==> src/rtl/vga_pkg.sv <==
`default_nettype none
// ============================================================================
// Package  : vga_pkg
// Desc     : Shared display constants, pixel colour type and sprite FSM
//            states for the VGA sprite renderer.
// Revision : 1.0 - initial release
// ============================================================================
package vga_pkg;

    localparam int c_H_DISPLAY = 800;
    localparam int c_V_DISPLAY = 600;

    // Sprite coordinates are compared at this width so pos + size never wraps.
    localparam int c_POS_W = 12;

    typedef struct packed {
        logic [7:0] r;
        logic [7:0] g;
        logic [7:0] b;
    } rgb_t;

    typedef enum logic [1:0] {
        S_WAIT,
        S_MOVE_X,
        S_MOVE_Y
    } sprite_state_t;

    function automatic logic in_span(
        input logic [c_POS_W-1:0] base,
        input logic [c_POS_W-1:0] coord,
        input logic [c_POS_W-1:0] len
    );
        return (coord >= base) && (coord < base + len);
    endfunction

endpackage
`default_nettype wire

==> src/rtl/vga_sprite_renderer_bounce_axis.sv <==
`default_nettype none
// ============================================================================
// Module   : bounce_axis
// Desc     : One axis of sprite motion; steps by SPEED per enable and
//            reflects at 0 and LIMIT, clamping onto the edge it hits.
// Revision : 1.0 - initial release
// ============================================================================
module bounce_axis
    import vga_pkg::*;
#(
    parameter int LIMIT = c_H_DISPLAY - 64,
    parameter int SPEED = 4,
    parameter int INIT  = 0
) (
    input  logic               Clock,
    input  logic               Reset_n,
    input  logic               step_en,
    output logic [c_POS_W-1:0] pos,
    output logic               dir
);

    localparam logic [c_POS_W-1:0] c_LIMIT = c_POS_W'(LIMIT);
    localparam logic [c_POS_W-1:0] c_SPEED = c_POS_W'(SPEED);
    localparam logic [c_POS_W-1:0] c_INIT  = c_POS_W'(INIT);

    logic [c_POS_W-1:0] r_pos;
    logic               r_dir;
    logic [c_POS_W-1:0] w_fwd;

    assign w_fwd = r_pos + c_SPEED;

    // r_dir = 1 means moving toward LIMIT.
    always_ff @(posedge Clock or negedge Reset_n) begin
        if (!Reset_n) begin
            r_pos <= c_INIT;
            r_dir <= 1'b1;
        end else if (step_en) begin
            if (r_dir) begin
                if (w_fwd >= c_LIMIT) begin
                    r_pos <= c_LIMIT;
                    r_dir <= 1'b0;
                end else begin
                    r_pos <= w_fwd;
                end
            end else begin
                if (r_pos <= c_SPEED) begin
                    r_pos <= '0;
                    r_dir <= 1'b1;
                end else begin
                    r_pos <= r_pos - c_SPEED;
                end
            end
        end
    end

    assign pos = r_pos;
    assign dir = r_dir;

endmodule
`default_nettype wire

==> src/rtl/vga_sprite_renderer.sv <==
`default_nettype none
// ============================================================================
// Module   : vga_sprite_renderer
// Desc     : Two-stage pixel pipeline drawing one bouncing solid sprite over
//            a background. Define CHECKER_BG_EN for a 32x32 checkered
//            background; otherwise the background is plain BG_RGB.
// Revision : 1.0 - initial release
// ============================================================================
module vga_sprite_renderer
    import vga_pkg::*;
#(
    parameter int          H_DISPLAY  = c_H_DISPLAY,
    parameter int          V_DISPLAY  = c_V_DISPLAY,
    parameter int          BOX_W      = 64,
    parameter int          BOX_H      = 48,
    parameter int          SPEED      = 4,
    parameter int          X_INIT     = 0,
    parameter int          Y_INIT     = 0,
    parameter logic [23:0] BOX_RGB    = 24'hFF0000,
    parameter logic [23:0] BG_RGB     = 24'h000040,
    parameter logic [23:0] BG_ALT_RGB = 24'h202020
) (
    input  logic        Clock,
    input  logic        Reset_n,
    input  logic        run,
    input  logic        blank_n_in,
    input  logic        hSync_n_in,
    input  logic        vSync_n_in,
    input  logic        sync_n_in,
    input  logic [10:0] nextX,
    input  logic [9:0]  nextY,
    output logic [7:0]  red,
    output logic [7:0]  green,
    output logic [7:0]  blue,
    output logic        blank_n,
    output logic        hSync_n,
    output logic        vSync_n,
    output logic        sync_n,
    output logic        frame_tick
);

    localparam logic [1:0] c_S_WAIT   = S_WAIT;
    localparam logic [1:0] c_S_MOVE_X = S_MOVE_X;
    localparam logic [1:0] c_S_MOVE_Y = S_MOVE_Y;

    localparam logic [c_POS_W-1:0] c_BOX_W = c_POS_W'(BOX_W);
    localparam logic [c_POS_W-1:0] c_BOX_H = c_POS_W'(BOX_H);

    // Stage 1
    logic [10:0] r_x;
    logic [9:0]  r_y;
    logic        r_blank_s1;
    logic        r_hs_s1;
    logic        r_vs_s1;
    logic        r_sync_s1;

    // Stage 2
    rgb_t        r_rgb;
    logic        r_blank_s2;
    logic        r_hs_s2;
    logic        r_vs_s2;
    logic        r_sync_s2;

    logic        r_vs_prev;
    logic        r_frame_tick;
    logic [1:0]  r_state;

    logic [c_POS_W-1:0] w_xpos;
    logic [c_POS_W-1:0] w_ypos;
    logic [1:0]         w_dir_unused;
    logic               w_step_x;
    logic               w_step_y;
    logic               w_alt;
    logic               w_in_box;
    rgb_t               w_bg;
    rgb_t               w_colour;

    // ------------------------------------------------------------------
    // Frame edge detector and motion sequencer
    // ------------------------------------------------------------------
    always_ff @(posedge Clock or negedge Reset_n) begin
        if (!Reset_n) begin
            r_vs_prev    <= 1'b1;
            r_frame_tick <= 1'b0;
        end else begin
            r_vs_prev    <= vSync_n_in;
            r_frame_tick <= r_vs_prev & ~vSync_n_in;
        end
    end

    always_ff @(posedge Clock or negedge Reset_n) begin
        if (!Reset_n) begin
            r_state <= c_S_WAIT;
        end else begin
            case (r_state)
                c_S_WAIT:   r_state <= (r_frame_tick && run) ? c_S_MOVE_X : c_S_WAIT;
                c_S_MOVE_X: r_state <= c_S_MOVE_Y;
                c_S_MOVE_Y: r_state <= c_S_WAIT;
                default:    r_state <= c_S_WAIT;
            endcase
        end
    end

    assign w_step_x = (r_state == c_S_MOVE_X);
    assign w_step_y = (r_state == c_S_MOVE_Y);

    bounce_axis #(
        .LIMIT (H_DISPLAY - BOX_W),
        .SPEED (SPEED),
        .INIT  (X_INIT)
    ) u_axis_x (
        .Clock   (Clock),
        .Reset_n (Reset_n),
        .step_en (w_step_x),
        .pos     (w_xpos),
        .dir     (w_dir_unused[0])
    );

    bounce_axis #(
        .LIMIT (V_DISPLAY - BOX_H),
        .SPEED (SPEED),
        .INIT  (Y_INIT)
    ) u_axis_y (
        .Clock   (Clock),
        .Reset_n (Reset_n),
        .step_en (w_step_y),
        .pos     (w_ypos),
        .dir     (w_dir_unused[1])
    );

    // ------------------------------------------------------------------
    // Pixel pipeline
    // ------------------------------------------------------------------
    always_ff @(posedge Clock or negedge Reset_n) begin
        if (!Reset_n) begin
            r_x        <= '0;
            r_y        <= '0;
            r_blank_s1 <= 1'b0;
            r_hs_s1    <= 1'b1;
            r_vs_s1    <= 1'b1;
            r_sync_s1  <= 1'b1;
        end else begin
            r_x        <= nextX;
            r_y        <= nextY;
            r_blank_s1 <= blank_n_in;
            r_hs_s1    <= hSync_n_in;
            r_vs_s1    <= vSync_n_in;
            r_sync_s1  <= sync_n_in;
        end
    end

`ifdef CHECKER_BG_EN
    assign w_alt = r_x[5] ^ r_y[5];
`else
    assign w_alt = 1'b0;
`endif

    always_comb begin
        w_bg     = w_alt ? BG_ALT_RGB : BG_RGB;
        w_in_box = in_span(w_xpos, {1'b0, r_x}, c_BOX_W) &&
                   in_span(w_ypos, {2'b00, r_y}, c_BOX_H);
        if (!r_blank_s1) begin
            w_colour = '0;
        end else if (w_in_box) begin
            w_colour = BOX_RGB;
        end else begin
            w_colour = w_bg;
        end
    end

    always_ff @(posedge Clock or negedge Reset_n) begin
        if (!Reset_n) begin
            r_rgb      <= '0;
            r_blank_s2 <= 1'b0;
            r_hs_s2    <= 1'b1;
            r_vs_s2    <= 1'b1;
            r_sync_s2  <= 1'b1;
        end else begin
            r_rgb      <= w_colour;
            r_blank_s2 <= r_blank_s1;
            r_hs_s2    <= r_hs_s1;
            r_vs_s2    <= r_vs_s1;
            r_sync_s2  <= r_sync_s1;
        end
    end

    assign red        = r_rgb.r;
    assign green      = r_rgb.g;
    assign blue       = r_rgb.b;
    assign blank_n    = r_blank_s2;
    assign hSync_n    = r_hs_s2;
    assign vSync_n    = r_vs_s2;
    assign sync_n     = r_sync_s2;
    assign frame_tick = r_frame_tick;

endmodule
`default_nettype wire
==> config.mk <==
export PLATFORM = sky130hd
export DESIGN_NAME = vga_sprite_renderer
export DESIGN_NICKNAME = d
export VERILOG_FILES = /design/src/rtl/vga_pkg.sv /design/src/rtl/vga_sprite_renderer_bounce_axis.sv /design/src/rtl/vga_sprite_renderer.sv
export SDC_FILE = /design/constraint.sdc
export NUM_CORES = 1
export LEC_CHECK = 0
export BUFFER_PORTS_ARGS = -buffer_cell sky130_fd_sc_hd__buf_4
export CAP_MARGIN = 10
export CORE_MARGIN = 3
export CORE_UTILIZATION = 57
export DETAILED_ROUTE_END_ITERATION = 10
export PLACE_DENSITY = 0.8
export SYNTH_ARGS = -nofsm -noshare
export SYNTH_HDL_FRONTEND = slang
export SYNTH_SLANG_ARGS = --single-unit
==> constraint.sdc <==
create_clock -name Clock -period 3.2 [get_ports Clock]
set_clock_uncertainty 0.1 [all_clocks]
set_input_delay 0.32 -clock Clock [delete_from_list [all_inputs] [get_ports Clock]]
set_output_delay 0.32 -clock Clock [all_outputs]
set_load 0.05 [all_outputs]
==> impl_metrics.tcl <==
set metrics [dict create \
    wl_per_cell_um 15.70 \
    coreArea_sq_mm 0.006096 \
    fmax_mhz 343.0 \
    max_cap_viol_count 0 \
    rows 28 \
    whs_ns 0.01610 \
    area_growth_pct 8.828 \
    synth_warnings 0 \
    ctsHoldBuffers 1 \
    ant_nets 0 \
    multi_input_area_sq_mm 0.002059 \
    rsz0062_at_grt "false" \
    grt_first_pass_wirelength_um 13260 \
    synth_top_cells_by_area "dfrtp_1 30%, ha_1 13%, dfstp_2 5.7%, buf_4 4.6%, o21ai_0 3.8%" \
    n_fill_cell 508 \
    leakage_nw 1.825 \
    worst_slack_ns 0.2842 \
    drt_iter0_markers 291 \
    seqCellArea_sq_mm 0.001311 \
    firstDrtPassIters 5 \
    nets 498 \
    status "complete, no violations" \
    finalSetupViolCount 0 \
    routabilityCongestion 0.9046 \
    die_h_um 86.72 \
    drive_gt1_share_pct 16.20 \
    synth_cell_types 65 \
    dpl.hpwl_um 5723 \
    synthFlopType "dfrtp_1" \
    cp.required_ns 3.26 \
    hold_path.class "in -> reg" \
    ir_drop_uv 446.4 \
    syn_inst 406 \
    syn_area_per_cell_sq_um 9.147 \
    grt_usage_pct 21.80 \
    dp_slack_ns 0.3283 \
    post-route-drc-count 0 \
    syn_area_sq_mm 0.003714 \
    crit_path_max_fanout 10 \
    post_cts_buffers 0 \
    tightest_slew_ns 0.6499 \
    avgViaCountPerCell 6.118 \
    drv_slew 0 \
    netlist.area_leader.share_pct 29.65 \
    chipWidth_um 86.72 \
    yosys.area.top_type "dfrtp_1" \
    async_flop_share_pct 100.0 \
    io_pins 57 \
    end_kind "flip-flop" \
    antenna_found_initial 0 \
    n_antenna_cell 0 \
    wirelength_um 7962 \
    hold_viol 0 \
    path_clk_slew_ns 0.09 \
    period_minus_slack_ns 2.916 \
    grt_start_max_net_pins 53 \
    powerDensity_mw_per_mm2 794.2 \
    ys_ff_latch 52 \
    vias 3102 \
    cts.htree.levels 2 \
    max-slew-margin-rel_pct 56.67 \
    initial_core_util_pct 60.92 \
    worst_ep_arrival_time_ns 2.98 \
    clock-sinks 52 \
    finalCritPeriodShare_pct 91.12 \
    worstSetupStartpointType "flip-flop" \
    crit_type "reg -> reg" \
    clk_path_buf_depth 2 \
    io_buffer_count 37 \
    grt_pass1_vias 2854 \
    synth_edf_count 0 \
    seq_area_frac_synth_pct 35.31 \
    die_area_sq_mm 0.007519 \
    setup_tns_ns 0 \
    cts_resized 0 \
    clk_latency_ns 0.30 \
    clockRootBuffer "clkbuf_8" \
    cts_tree "built" \
    cts-buffers-inserted 5 \
    overflow 0 \
]
-- metrics by stage --
| step | cells | utilization [%] | area, sq um | power, mW |
|---|---|---|---|---|
| after global placement | 496 | 63.73 | 3885 | 2.625 |
| after CTS | 505 | 65.97 | 4021 | 3.198 |
| final | 507 | 66.30 | 4041 | 3.210 |
| after detailed placement | 496 | 63.73 | 3885 | 2.698 |
| after global routing | 507 | 66.30 | 4041 | 3.472 |
| after floorplan | 420 | - | 3766 | 2.341 |
-- placed cells by master (no fill, tap or decap), types with 4 or more instances in the layout --
master	n
o211ai_1	6
nor3_1	19
xnor2_1	13
nor4_1	4
nand4_1	7
a21o_1	6
dfrtp_1	44
dfstp_2	8
nand2_1	24
and3_1	5
a211oi_1	5
ha_1	39
conb_1	15
a31oi_1	11
o21ai_0	28
nor2b_1	4
nand3_1	12
clkbuf_8	7
a21oi_1	22
inv_1	24
nor2_1	22
buf_4	44
-- logic make-up (layout without fill, tap and decap cells) --
family	Yosys count	in the layout	synth area share [%]
simple gates	117	117	16.68
compound gates	114	114	20.35
buf+inv	67	79	10.65
flops	52	52	35.31
fa+ha+maj	39	39	13.14
other cells	1	15	0.1010
xor+xnor	16	16	3.774
-- worst max-delay path: stages (launching register included) --
cell       delay, ns
dfrtp_1         0.59
ha_1            0.30
nand3_1         0.12
xnor2_1         0.16
ha_1            0.30
and4_1          0.23
a21oi_1         0.14
o211ai_1        0.10
o41a_1          0.13
a2111oi_0       0.47
nor2b_1         0.13
-- state kept, by name (all words and copies together) (netlist names), 2 cells and up --
signal        count
u_axis_x.pos     10
u_axis_y.pos     10
r_x               9
r_y               8
r_state           2
-- routing by layer --
metal  track usage, %  part of all wire (%)
met1            30.26                    45
met2            34.70                    47
met3            3.802                   6.7
met4            6.799                   1.3
met5                0                     0
-- Yosys cell counts, types with 2 or more instances --
library cell	instances
clkbuf_1	7
a221o_1	2
a21o_1	6
nor4_1	4
nor2b_1	4
o31ai_1	3
inv_1	24
o2bb2ai_1	2
nor3_1	19
a31o_2	2
dfrtp_1	44
ha_1	39
nor2_1	22
a21oi_1	22
nand4_1	7
o211ai_1	6
o21ai_0	28
buf_4	23
a211oi_1	5
nand2b_1	3
and4_1	3
clkbuf_8	2
nand3_1	12
a31oi_1	11
a32oi_1	3
nand2_1	24
o21a_1	3
or3_1	3
dfstp_2	8
buf_6	4
xor2_1	3
xnor2_1	13
buf_2	6
and2_1	3
o22ai_1	2
and3_1	5
-- path summary, 6_finish.rpt --
| path | start | end | slack, ns | depth (start not counted) |
|---|---|---|---|---|
| setup / recovery | u_axis_x.pos[6]$_DFFE_PN0P_ | blue[6]$_DFF_PN0_ | 0.28 | 10 |
| hold / removal | nextY[9] | r_y[9]$_DFF_PN0_ | 0.02 | 1 |
| setup reg to reg | u_axis_x.pos[6]$_DFFE_PN0P_ | blue[6]$_DFF_PN0_ | 0.28 | 10 |
| hold reg to reg | r_sync_s1$_DFF_PN1_ | sync_n$_DFF_PN1_ | 0.26 | 0 |
| max in group asynchronous | Reset_n | r_x[9]$_DFF_PN0_ | 2.09 | 2 |
| min in group asynchronous | Reset_n | u_axis_y.pos[2]$_DFFE_PN0P_ | 0.48 | 2 |
-- layout make-up --
type                       instances  area share [%]
sequential                        52           32.45
clock inverter                     1          0.7430
tap                               75           2.322
inverter                          24           2.229
clock buffer                       7           2.384
timing repair buffer              47           8.916
multi-input combinational        301           50.96
-- power breakdown --
part / switching, mW / total (mW) / internal (mW)
logic: 0.967 / 1.64 / 0.673
registers: 0.277 / 1.08 / 0.801
clock network: 0.215 / 0.492 / 0.276
Power figures use the tool's default switching activity.
